## src/rtl/nwcc_pkg.sv

```systemverilog
// Shared types and default widths for the neutron coincidence counter cycle sequencer.
package nwcc_pkg;

  localparam int DEF_DATA_BITS = 24;
  localparam int DEF_TIME_BITS = 24;
  localparam int DEF_CYC_BITS  = 8;

  // Longest shift-register delay in the datapath plus the pipeline slack behind it.
  localparam int LONGEST_DELAY = 1024;
  localparam int DRAIN_MARGIN  = 8;

  typedef enum logic [2:0] {
    ST_IDLE,
    ST_CLEAR,
    ST_COUNT,
    ST_DRAIN,
    ST_LATCH,
    ST_WAIT_ACK
  } state_e;

endpackage

```

## src/rtl/nwcc_down_timer.sv

```systemverilog
// Loadable down-counter that stops at zero; one instance times CLEAR, COUNT and DRAIN.
module nwcc_down_timer #(
  parameter int WIDTH = 24
) (
  input  logic             i_clk,
  input  logic             i_reset,
  input  logic             i_load,
  input  logic [WIDTH-1:0] i_load_val,
  output logic             o_zero
);

  logic [WIDTH-1:0] count_q;

  always_ff @(posedge i_clk) begin
    if (i_reset) begin
      count_q <= '0;
    end else if (i_load) begin
      count_q <= i_load_val;
    end else if (count_q != '0) begin
      count_q <= count_q - WIDTH'(1);
    end
  end

  assign o_zero = (count_q == '0);

endmodule

```

## src/rtl/nwcc_cycle_ctrl.sv

```systemverilog
// Measurement-cycle sequencer: clear, gated count, drain, latch and hand results to the reader.
module nwcc_cycle_ctrl
  import nwcc_pkg::*;
#(
  parameter int DATA_BITS    = DEF_DATA_BITS,
  parameter int TIME_BITS    = DEF_TIME_BITS,
  parameter int CYC_BITS     = DEF_CYC_BITS,
  parameter int CLEAR_CYCLES = 2,
  parameter int DRAIN_CYCLES = 1040
) (
  input  logic                 i_clk_1mhz,
  input  logic                 i_reset,
  input  logic                 i_start,
  input  logic                 i_abort,
  input  logic [TIME_BITS-1:0] i_count_time,
  input  logic [CYC_BITS-1:0]  i_num_cycles,
  input  logic                 i_pulse_signal,
  output logic                 o_pulse_gated,
  output logic                 o_dp_reset,
  input  logic [DATA_BITS-1:0] i_r_plus_a_count,
  input  logic [DATA_BITS-1:0] i_a_count,
  input  logic [DATA_BITS-1:0] i_total_count,
  output logic [DATA_BITS-1:0] o_r_plus_a,
  output logic [DATA_BITS-1:0] o_a,
  output logic [DATA_BITS-1:0] o_total,
  output logic                 o_valid,
  input  logic                 i_ack,
  output logic [CYC_BITS-1:0]  o_cycle_idx,
  output logic                 o_busy,
  output logic                 o_done
);

  localparam int DRAIN_W  = $clog2(DRAIN_CYCLES + 1);
  localparam int TMR_BITS = (TIME_BITS > DRAIN_W) ? TIME_BITS : DRAIN_W;

  if (DRAIN_CYCLES < LONGEST_DELAY + DRAIN_MARGIN) begin : g_bad_drain
    $error("DRAIN_CYCLES too short for the longest delay line");
  end
  if (CLEAR_CYCLES < 1) begin : g_bad_clear
    $error("CLEAR_CYCLES must be at least 1");
  end

  state_e               state_q, state_d;
  logic [TIME_BITS-1:0] count_time_q, count_time_d;
  logic [CYC_BITS-1:0]  num_cycles_q, num_cycles_d;
  logic [CYC_BITS-1:0]  cycle_idx_q, cycle_idx_d;
  logic [DATA_BITS-1:0] r_plus_a_q, r_plus_a_d;
  logic [DATA_BITS-1:0] a_q, a_d;
  logic [DATA_BITS-1:0] total_q, total_d;
  logic                 valid_q, valid_d;
  logic                 done_q, done_d;
  logic                 dp_reset_q, dp_reset_d;
  logic                 tmr_load;
  logic [TMR_BITS-1:0]  tmr_val;
  logic                 tmr_zero;
  logic [CYC_BITS:0]    idx_next;

  nwcc_down_timer #(.WIDTH(TMR_BITS)) u_timer (
    .i_clk      (i_clk_1mhz),
    .i_reset    (i_reset),
    .i_load     (tmr_load),
    .i_load_val (tmr_val),
    .o_zero     (tmr_zero)
  );

  // One extra bit so the last-cycle test cannot wrap at the top of the index range.
  assign idx_next = {1'b0, cycle_idx_q} + (CYC_BITS + 1)'(1);

  always_comb begin
    state_d      = state_q;
    count_time_d = count_time_q;
    num_cycles_d = num_cycles_q;
    cycle_idx_d  = cycle_idx_q;
    r_plus_a_d   = r_plus_a_q;
    a_d          = a_q;
    total_d      = total_q;
    valid_d      = valid_q;
    done_d       = 1'b0;
    tmr_load     = 1'b0;
    tmr_val      = '0;
    if (i_abort) begin
      state_d = ST_IDLE;
      valid_d = 1'b0;
    end else begin
      case (state_q)
        ST_IDLE: begin
          if (i_start && (i_count_time != '0) && (i_num_cycles != '0)) begin
            count_time_d = i_count_time;
            num_cycles_d = i_num_cycles;
            cycle_idx_d  = '0;
            state_d      = ST_CLEAR;
            tmr_load     = 1'b1;
            tmr_val      = TMR_BITS'(CLEAR_CYCLES - 1);
          end
        end
        ST_CLEAR: begin
          if (tmr_zero) begin
            state_d  = ST_COUNT;
            tmr_load = 1'b1;
            tmr_val  = TMR_BITS'(count_time_q) - TMR_BITS'(1);
          end
        end
        ST_COUNT: begin
          if (tmr_zero) begin
            state_d  = ST_DRAIN;
            tmr_load = 1'b1;
            tmr_val  = TMR_BITS'(DRAIN_CYCLES - 1);
          end
        end
        ST_DRAIN: begin
          if (tmr_zero) begin
            state_d = ST_LATCH;
          end
        end
        ST_LATCH: begin
          r_plus_a_d = i_r_plus_a_count;
          a_d        = i_a_count;
          total_d    = i_total_count;
          valid_d    = 1'b1;
          state_d    = ST_WAIT_ACK;
        end
        ST_WAIT_ACK: begin
          if (i_ack && valid_q) begin
            valid_d = 1'b0;
            if (idx_next < {1'b0, num_cycles_q}) begin
              cycle_idx_d = idx_next[CYC_BITS-1:0];
              state_d     = ST_CLEAR;
              tmr_load    = 1'b1;
              tmr_val     = TMR_BITS'(CLEAR_CYCLES - 1);
            end else begin
              done_d  = 1'b1;
              state_d = ST_IDLE;
            end
          end
        end
        default: state_d = ST_IDLE;
      endcase
    end
    dp_reset_d = (state_d == ST_CLEAR);
  end

  // The datapath reset is asserted throughout our own reset so the counters start clean.
  always_ff @(posedge i_clk_1mhz) begin
    if (i_reset) begin
      state_q      <= ST_IDLE;
      count_time_q <= '0;
      num_cycles_q <= '0;
      cycle_idx_q  <= '0;
      r_plus_a_q   <= '0;
      a_q          <= '0;
      total_q      <= '0;
      valid_q      <= 1'b0;
      done_q       <= 1'b0;
      dp_reset_q   <= 1'b1;
    end else begin
      state_q      <= state_d;
      count_time_q <= count_time_d;
      num_cycles_q <= num_cycles_d;
      cycle_idx_q  <= cycle_idx_d;
      r_plus_a_q   <= r_plus_a_d;
      a_q          <= a_d;
      total_q      <= total_d;
      valid_q      <= valid_d;
      done_q       <= done_d;
      dp_reset_q   <= dp_reset_d;
    end
  end

  assign o_pulse_gated = i_pulse_signal && (state_q == ST_COUNT);
  assign o_dp_reset    = dp_reset_q;
  assign o_r_plus_a    = r_plus_a_q;
  assign o_a           = a_q;
  assign o_total       = total_q;
  assign o_valid       = valid_q;
  assign o_cycle_idx   = cycle_idx_q;
  assign o_busy        = (state_q != ST_IDLE);
  assign o_done        = done_q;

endmodule
```

## config.mk

```make
export PLATFORM = sky130hd
export DESIGN_NAME = nwcc_cycle_ctrl
export DESIGN_NICKNAME = d
export VERILOG_FILES = /design/src/rtl/nwcc_pkg.sv /design/src/rtl/nwcc_down_timer.sv /design/src/rtl/nwcc_cycle_ctrl.sv
export SDC_FILE = /design/constraint.sdc
export NUM_CORES = 1
export LEC_CHECK = 0
export ABC_AREA = 1
export CAP_MARGIN = 10
export CORE_ASPECT_RATIO = 1.75
export CORE_MARGIN = 2
export CORE_UTILIZATION = 34
export CTS_CLUSTER_DIAMETER = 150
export DETAILED_ROUTE_END_ITERATION = 10
export GPL_TIMING_DRIVEN = 0
export PLACE_DENSITY = 0.69
export SLEW_MARGIN = 20
export SYNTH_ARGS = -nofsm -noshare
export SYNTH_HDL_FRONTEND = slang
export SYNTH_SLANG_ARGS = --single-unit
export TNS_END_PERCENT = 50
```

## constraint.sdc

```tcl
create_clock -name i_clk_1mhz -period 2.25 [get_ports i_clk_1mhz]
set_input_delay 0.45 -clock i_clk_1mhz [delete_from_list [all_inputs] [get_ports i_clk_1mhz]]
set_output_delay 0.45 -clock i_clk_1mhz [all_outputs]
set_load 0.01 [all_outputs]
```

== Yosys cells after proc, flatten, opt, wreduce, memory -nomap -nowiden ==
Index checks and enable logic that the tools add are counted.

* Register bits: 142

* Add/sub/neg operators: 3
* Magnitude comparators: 1
* Eq/ne operators: 9
* Muxes and demuxes: 30
* Bitwise operators: 3
* Reductions and logical operators: 20

{| class="wikitable"
|+ Operator list
! operator !! number
|-
| 2-to-1 mux 24 bit || 4
|-
| one-hot mux 24 bit (4 select lines) || 1
|-
| nonzero test 24 bit || 2
|-
| subtractor 24 x 1 -> 24 bit, second input constant || 2
|-
| logical NOT 24 bit || 1
|-
| 2-to-1 mux 8 bit || 3
|-
| 2-to-1 mux 3 bit || 6
|-
| one-hot mux 3 bit (6 select lines) || 1
|-
| one-hot mux 8 bit (2 select lines) || 1
|-
| 2-to-1 mux 1 bit || 11
|-
| 2-to-1 mux 11 bit || 1
|-
| adder 8 x 1 -> 9 bit, second input constant || 1
|-
| < comparator 9 x 8 -> 1 bit || 1
|-
| nonzero test 8 bit || 1
|-
| equality test 3 x 1 -> 1 bit, second input constant || 2
|-
| equality test 3 x 2 -> 1 bit, second input constant || 2
|-
| equality test 3 bit, second input constant || 2
|-
| inequality test 2 bit, second input constant || 3
|-
| nonzero test 2 bit || 3
|-
| AND reduction 5 bit || 1
|-
| logical AND 1 bit || 4
|-
| AND reduction 2 bit || 2
|-
| OR reduction 2 bit || 2
|-
| OR reduction 4 bit || 1
|-
| 6 further kinds || 8
|}

== Longest topological paths before layout ==
Gate-level depths: netlist of run 1.

* Depth in word-level cells: 7
* Mapped depth: 18
* Gate-level depth less buffers: 18

== Hierarchy ==
From an unflattened synthesis of run 1, not the netlist that was laid out.

* Cell total of the unflattened synthesis: 1066
* Area, all modules: 7262.0 sq um

{| class="wikitable"
|+ Modules (own cells, without submodules)
! module !! instances !! cells each !! area an instance (sq um) !! seq. area each (sq um)
|-
| nwcc_cycle_ctrl || 1 || 787 || 5470.2 || 2362.3
|-
| nwcc_down_timer || 1 || 279 || 1791.7 || 480.5
|}

== Least setup slack after synthesis of run 1 ==
No wires, ideal clock.

* Kind: register to register
* Start point: reg cycle_idx_q[0], in the netlist o_cycle_idx[0]
* End point: reg u_timer.count_q[13]
* Arrival time: 2230 ps
* Required time: 2122 ps
* Path slack: -107 ps
* Stages on the path, launching flop included: 17
* Path buffers: 1
* Clock period less this slack: 2357 ps
* Cell sequence: dfxtp_1 > ha_1 > nand3_2 > nor2_2 > xor2_1 > ha_1 > nand2_1 > inv_1 > a21oi_1 > nand2_1 > inv_1 > nand3_2 > nand3_2 > nand2_4 > buf_2 > o21ai_0 > nor2_1

* Longest elaborated chain between the ends: 7

{| class="wikitable"
|+ Ends and longest elaborated chain
! element !! line !! RTL
|-
| start: declaration || nwcc_cycle_ctrl.sv:46 || <nowiki>logic [CYC_BITS-1:0] cycle_idx_q, cycle_idx_d;</nowiki>
|-
| start signal: assignment || nwcc_cycle_ctrl.sv:159 || <nowiki>cycle_idx_q <= cycle_idx_d;</nowiki>
|-
| adder 8 x 1 -> 9 bit * || nwcc_cycle_ctrl.sv:67 || <nowiki>assign idx_next = {1'b0, cycle_idx_q} + (CYC_BITS + 1)'(1);</nowiki>
|-
| < comparator 9 x 8 -> 1 bit * || nwcc_cycle_ctrl.sv:125 || <nowiki>if (idx_next < {1'b0, num_cycles_q}) begin</nowiki>
|-
| 2-to-1 mux 1 bit * || nwcc_cycle_ctrl.sv:125 ||
|-
| 2-to-1 mux 1 bit * || nwcc_cycle_ctrl.sv:123 || <nowiki>if (i_ack && valid_q) begin</nowiki>
|-
| one-hot mux 1 bit (3 select lines) * || nwcc_cycle_ctrl.sv:85 || <nowiki>case (state_q)</nowiki>
|-
| 2-to-1 mux 1 bit * || nwcc_cycle_ctrl.sv:81 || <nowiki>if (i_abort) begin</nowiki>
|-
| 2-to-1 mux 24 bit or nonzero test 2 bit (tied branches) || n/a ||
|-
| end signal: assignment || nwcc_down_timer.sv:18 || <nowiki>count_q <= i_load_val;</nowiki>
|-
| end signal: assignment || nwcc_down_timer.sv:20 || <nowiki>count_q <= count_q - WIDTH'(1);</nowiki>
|-
| end: declaration || nwcc_down_timer.sv:12 || <nowiki>logic [WIDTH-1:0] count_q;</nowiki>
|}

Every way passes the cells marked *; elsewhere a longest branch is shown, timed or not.
A chain may end at the register's enable or synchronous reset.

== Worst setup path in the final report of run 1 ==
Ends and elaborated chain as after synthesis.

==> results.json, run 1 <==
{
  "status": "finished, violations left",
  "violations": "setup timing",
  "ys_ff_latch": 142,
  "power_uw": 8360,
  "rsz0062_at_grt": "true",
  "clkTransAtPathRegs_ns": 0.07,
  "fp.dieW_um": 111,
  "cts-root-buf": "clkbuf_16",
  "row_count": 68,
  "drt_iter0_markers": 347,
  "cpMaxStageDelayCell": "dfxtp_4",
  "area_growth_pct": 46.8,
  "hp-start": "o_a[6]$_SDFFE_PP0P_",
  "powerDensity_mw_per_mm2": 835,
  "grt-ovfl-total": 0,
  "skew_ns": 0.0105,
  "ant_nets": 0,
  "dr.pass1.iters": 5,
  "drive_gt1_share_pct": 10.5,
  "wl_per_cell_um": 16.2,
  "finalHoldViolCount": 0,
  "synth_fp_nets": 1085,
  "setup_violations": 33,
  "timing.rr.start": "o_cycle_idx[0]$_SDFFE_PP0P_",
  "gr-usage-all-layers_pct": 21.5,
  "vias": 7291,
  "gp_congestion": 0.891,
  "leakage_uw": 0.00376,
  "synth_top_area_share_pct": 41.7,
  "cpMostUsedCell": "nand3_4",
  "worstSetupPathType": "reg -> reg",
  "pin_count": 195,
  "maxCapViolCount": 0,
  "initial_core_util_pct": 34.5,
  "max_freq_mhz": 416,
  "relSlewSlack_pct": 53.8,
  "async_flop_share_pct": 0,
  "slowest_delay_ns": 0.39,
  "die_h_um": 191,
  "grt_pass1_wl_um": 36300,
  "critPathLaunch": "o_cycle_idx[0]$_SDFFE_PP0P_",
  "crit_path_end_kind": "flop",
  "synth_edf_count": 0,
  "seq_area_frac_synth_pct": 41.7,
  "h-tree-depth": 4,
  "dp_slack_ns": -0.384,
  "cp-start-kind": "flop",
  "post-route-min-period_ns": 2.40,
  "synth_flop_cell": "dfxtp_1",
  "crit_chain": "ha_4 > nand3_4 > nor2_4 > xor2_2 > ha_1 > nand2_2 > inv_2 > a21oi_2 > nand2_1 > inv_2 > nand3_4 > nand3_4 > nand2_8 > buf_6 > o21ai_2 > nor2_1",
  "yosysWarnings": 0,
  "synth.largest_area_cell": "dfxtp_1",
  "hold_slack_ns": 0.459,
  "drc": 0,
  "hold_path_class": "reg -> reg",
  "cp.required_ns": 2.56,
  "antenna_found_initial": 0,
  "path_buf_inv": 3,
  "finalNetCount": 1317,
  "synthCells": 964,
  "synth_area_mm2": 0.00682,
  "setup_ws_ns": -0.155,
  "totalWireLength_um": 23500,
  "die_area_mm2": 0.0212,
  "numCtsBuffers": 17,
  "peakVddDrop_mv": 0.622,
  "post-route-util_pct": 50.7,
  "synth_commonest_cells": "nand2_1 (189), dfxtp_1 (142), a21oi_1 (139)",
  "cts_sinks": 142,
  "tritoncts": "done",
  "fillers": 1939,
  "clock_path_buffers": 2,
  "vias_per_cell": 5.01,
  "io_buffers": 193,
  "finalMaxSlewViolations": 0,
  "grt_pass1_vias": 7198,
  "netlist_top_cells_area": "dfxtp_1 (42%), nand2_1 (10%), a21oi_1 (10%)",
  "post-dp-hpwl_um": 17800,
  "synth_cell_types": 33,
  "crit_fanout": 8,
  "core_mm2": 0.0197,
  "min_period_over_period_pct": 107,
  "synth_most_common_cell": "nand2_1",
  "crit_family": "simple AND/OR/NAND/NOR gates",
  "tightestPinTransition_ns": 0.693,
  "arrival_ns": 2.71,
  "clk_latency_ns": 0.43,
  "grt_max_degree": 17,
  "syn_avg_cell_area_um2": 7.07
}
-- cells by family (layout without fill, tap and decap cells) --
group / count (synthesis) / count (layout) / synth area share, %
other cells: 0 / 1 / 0
compound gates: 194 / 194 / 14.4
xor+xnor: 35 / 35 / 4.50
simple gates: 449 / 450 / 29.9
buf+inv: 133 / 377 / 7.52
fa+ha+maj: 11 / 11 / 2.02
flops: 142 / 142 / 41.7
-- worst min-delay path, stage by stage (launching register included) --
cell and delay, ns:
dfxtp_1 0.31, nand2_1 0.06, a21oi_1 0.05
-- placed cells by master, fill, tap and decap left out, drive strengths merged, types with 32 or more instances in the layout --
cell	n
clkdlybuf4s50	193
dfxtp	142
a21oi	140
buf	32
o21ai	50
clkbuf	57
nand3	131
nand2	192
inv	88
nor2	95
-- metrics by stage --
step / area (um2) / cells / TNS (ns)
final: 10000 / 1455 / -3.19
after CTS: 9910 / 1451 / -1.65
after global placement: 9090 / 1402 / -21.31
after floorplan: 6850 / 964 / 0
after detailed placement: 9090 / 1402 / -22.49
after global routing: 10000 / 1454 / -8.38
-- report_power, final --
| part | internal, uW | total [uW] | switching [uW] |
|---|---|---|---|
| Combinational | 1070 | 2690 | 1620 |
| Sequential | 2730 | 2930 | 191 |
| Clock | 1590 | 2750 | 1160 |
| Total | 5400 | 8360 | 2970 |
-- per-layer routing --
metal / routed length (um) / track usage [%]
met1: 8360 / 21.3
met2: 12900 / 41.5
met3: 1000 / 4.44
met4: 1240 / 12.0
met5: 0 / 0
-- path summary, 6_finish.rpt --
kind	endpoint	cells past startpoint	slack, ns
max reg2reg	u_timer.count_q[13]$_SDFFE_PP0P_	16	-0.15
min	o_a[6]$_SDFFE_PP0P_	2	0.46
min reg2reg	o_a[6]$_SDFFE_PP0P_	2	0.46
max	u_timer.count_q[13]$_SDFFE_PP0P_	16	-0.15
-- area by class of cell --
| cell class | count | area (um2) | area share [%] |
|---|---|---|---|
| sequential | 142 | 2860 | 28.6 |
| buffer | 48 | 199 | 1.99 |
| timing repair buffer | 213 | 2090 | 20.9 |
| inverter | 84 | 323 | 3.23 |
| multi-input combinational | 690 | 3660 | 36.6 |
| antenna | 1 | 2.50 | 0.0250 |
| clock buffer | 21 | 460 | 4.60 |
| tap | 245 | 307 | 3.06 |
| clock inverter | 11 | 108 | 1.07 |
-- repair_timing --
item | CTS | global route
setup endpoints to repair | 34 | 35
pin swaps | 24 | 19
gates cloned | 2 | 0
buffers inserted | 15 | 4
resized for setup | 32 | 30
endpoints found under the hold margin | 0 | 0
hold buffers | 0 | 0
-- sequential cells by signal, summed over array words and instances (netlist names), 3 cells and up --
signal / flops
u_timer.count_q: 24
num_cycles_q: 8
o_a: 24
o_r_plus_a: 24
o_cycle_idx: 8
count_time_q: 24
state_q: 3
o_total: 24
(Power assumes the default switching activity.)
==> run 2, diff against run 1 <==
--- a/config.mk
+++ b/config.mk
@@ -6,7 +6,6 @@
 export NUM_CORES = 1
 export LEC_CHECK = 0
 export ABC_AREA = 1
-export CAP_MARGIN = 10
 export CORE_ASPECT_RATIO = 1.75
 export CORE_MARGIN = 2
 export CORE_UTILIZATION = 34
==> results of run 2 <==
Final layout, timing and power as in run 1 (identical DEF).
==> run 3, diff against run 2 <==
--- a/config.mk
+++ b/config.mk
@@ -6,13 +6,15 @@
 export NUM_CORES = 1
 export LEC_CHECK = 0
 export ABC_AREA = 1
+export CELL_PAD_IN_SITES_DETAIL_PLACEMENT = 0
+export CELL_PAD_IN_SITES_GLOBAL_PLACEMENT = 1
 export CORE_ASPECT_RATIO = 1.75
 export CORE_MARGIN = 2
-export CORE_UTILIZATION = 34
+export CORE_UTILIZATION = 30
 export CTS_CLUSTER_DIAMETER = 150
 export DETAILED_ROUTE_END_ITERATION = 10
 export GPL_TIMING_DRIVEN = 0
-export PLACE_DENSITY = 0.69
+export PLACE_DENSITY = 0.82
 export SLEW_MARGIN = 20
 export SYNTH_ARGS = -nofsm -noshare
 export SYNTH_HDL_FRONTEND = slang
==> constraint.sdc (replaced) <==
create_clock -name i_clk_1mhz -period 2.25 [get_ports i_clk_1mhz]
set_input_delay 0.225 -clock i_clk_1mhz [delete_from_list [all_inputs] [get_ports i_clk_1mhz]]
set_output_delay 0.225 -clock i_clk_1mhz [all_outputs]
set_load 0.01 [all_outputs]
==> run 3 against run 2 <==
  * The run still ends with setup timing left
  * Die area is 13% higher
  * Via count fell by 0.78%
  * Flip-flop and latch count unchanged
  * Critical path type unchanged
  * Critical endpoint is now u_timer.count_q[20]$_SDFFE_PP0P_
==> results.json, run 3 (synthesis results as in run 1) <==
{
  "clockPowerShare_pct": 33.3,
  "final_cell_mix": "clkdlybuf4s50_1 (193), nand2_1 (180), dfxtp_1 (137)",
  "setup_ws_ns": -0.140,
  "vias": 7234,
  "post-route-util_pct": 44.5,
  "worstSetupPathType": "reg -> reg",
  "cts-root-buf": "clkbuf_16",
  "cpMostUsedCell": "nand3_4",
  "combinationalPowerShare_pct": 31.7,
  "arrival_ns": 2.68,
  "hold_slack_ns": 0.364,
  "setup_violations": 32,
  "grt_max_degree": 17,
  "drive_gt1_share_pct": 10.1,
  "die_h_um": 203,
  "antenna_found_initial": 0,
  "hold_path_class": "in -> reg",
  "crit_fanout": 10,
  "tritoncts": "done",
  "multiInputGateArea_mm2": 0.00365,
  "die_area_mm2": 0.0240,
  "slowest_delay_ns": 0.38,
  "min_period_over_period_pct": 106,
  "clkTransAtPathRegs_ns": 0.07,
  "crit_chain": "ha_4 > nand3_4 > nor2_4 > xor2_2 > ha_4 > nand2_4 > inv_2 > a21oi_2 > nand2_1 > inv_2 > nand3_4 > nand3_4 > nand2_8 > inv_8 > nor2_4 > buf_12 > nand2_1 > a21oi_2",
  "post-dp-hpwl_um": 18700,
  "clock_path_buffers": 2,
  "grt_pass1_wl_um": 37500,
  "finalNetCount": 1311,
  "initial_core_util_pct": 30.2,
  "ant_nets": 0,
  "skew_ns": 0.0137,
  "post-route-min-period_ns": 2.39,
  "pwr-share-seq_pct": 35.0,
  "drc": 0,
  "row_count": 73,
  "violations": "setup timing",
  "peakVddDrop_mv": 0.468,
  "wl_per_cell_um": 16.2,
  "area_growth_pct": 47.2,
  "dr.pass1.iters": 5,
  "layout_commonest_cell": "clkdlybuf4s50_1",
  "cts_sinks": 142,
  "max_freq_mhz": 418,
  "totalWireLength_um": 24400,
  "internal-power_uw": 5360,
  "powerDensity_mw_per_mm2": 833,
  "gr-usage-all-layers_pct": 19.8,
  "p_sw_uw": 3000,
  "leakage_uw": 0.00374,
  "grt-ovfl-total": 0,
  "maxCapViolCount": 0,
  "tightestPinTransition_ns": 0.720,
  "gp_congestion": 0.932,
  "ctsHoldBuffers": 0,
  "core_mm2": 0.0226,
  "fillers": 2343,
  "relSlewSlack_pct": 52.0,
  "fp.dieW_um": 118,
  "cp.required_ns": 2.54,
  "crit_family": "simple AND/OR/NAND/NOR gates",
  "pin_count": 195,
  "cp-start-kind": "flop",
  "h-tree-depth": 4,
  "numCtsBuffers": 17,
  "finalHoldViolCount": 0,
  "path_buf_inv": 4,
  "vias_per_cell": 4.81,
  "rsz0062_at_grt": "true",
  "grt_pass1_vias": 7132,
  "status": "finished, violations left",
  "io_buffers": 193,
  "cpMaxStageDelayCell": "dfxtp_4",
  "regArea_mm2": 0.00286,
  "crit_path_end_kind": "flop",
  "p_sw_share_pct": 35.9,
  "clk_latency_ns": 0.43,
  "finalMaxSlewViolations": 0,
  "drt_iter0_markers": 273,
  "n_antenna_cell": 0
}
[run 3: area by class of cell]
type | count | share of cell area (%)
flip-flops and latches | 142 | 28.5
clock inverters | 15 | 1.46
well taps | 300 | 3.74
clock buffers | 17 | 4.24
repair buffers | 208 | 20.5
inverters | 84 | 3.22
multi-input cells | 689 | 36.3
plain buffers | 48 | 1.98
[run 3: worst register-to-register path, delay by kind of cell (launching register included)]
kind                     cells  cell delay, ns
buffers and inverters        4            0.34
AO/OA/AOI/OAI                2            0.17
AND/OR/NAND/NOR              9            0.75
XOR/XNOR                     1            0.21
flip-flops                   1            0.38
adder cells (fa/ha/maj)      2            0.39
[run 3: power by group through the flow]
stage / logic (uW) / clock network, uW / registers [uW]
CTS: 2630 / 2830 / 2930
global placement: 2530 / 0 / 2980
floorplan: 1860 / 0 / 2930
detailed placement: 2530 / 0 / 2980
global route: 3000 / 2940 / 2950
finish: 2650 / 2780 / 2930
[run 3: per-layer routing]
| metal | global-route usage [%] | up-vias | share of wire, % |
|---|---|---|---|
| met5 | 0 | - | 0 |
| met4 | 11.5 | 0 | 4.6 |
| met3 | 2.99 | 54 | 3.2 |
| met2 | 37.6 | 194 | 55 |
| met1 | 20.4 | 3349 | 37 |
| li1 | - | 3637 | - |
[run 3: path summary, 6_finish.rpt]
kind | from | end | slack [ns] | cells past startpoint
hold reg to reg | o_a[8]$_SDFFE_PP0P_ | o_a[8]$_SDFFE_PP0P_ | 0.46 | 2
setup reg to reg | o_cycle_idx[1]$_SDFFE_PP0P_ | u_timer.count_q[20]$_SDFFE_PP0P_ | -0.14 | 18
hold / removal | i_r_plus_a_count[10] | o_r_plus_a[10]$_SDFFE_PP0P_ | 0.36 | 3
setup / recovery | o_cycle_idx[1]$_SDFFE_PP0P_ | u_timer.count_q[20]$_SDFFE_PP0P_ | -0.14 | 18
[run 3: through the flow]
| step | TNS, ns | total power [uW] | worst slack (ns) | cells | instance area, um2 |
|---|---|---|---|---|---|
| after floorplan | 0 | 4790 | 0.0230 | 964 | 6850 |
| after global placement | -11.12 | 5510 | -0.388 | 1457 | 9160 |
| after detailed placement | -11.53 | 5520 | -0.415 | 1457 | 9160 |
| after CTS | -2.63 | 8380 | -0.134 | 1502 | 9930 |
| after global routing | -5.34 | 8890 | -0.241 | 1503 | 10000 |
| final | -2.23 | 8360 | -0.140 | 1503 | 10000 |
[run 3: what timing repair did]
item,4_1_cts,5_1_grt
pin swaps,12,12
resized for setup,20,31
buffers inserted,13,2
setup endpoints to repair,33,34
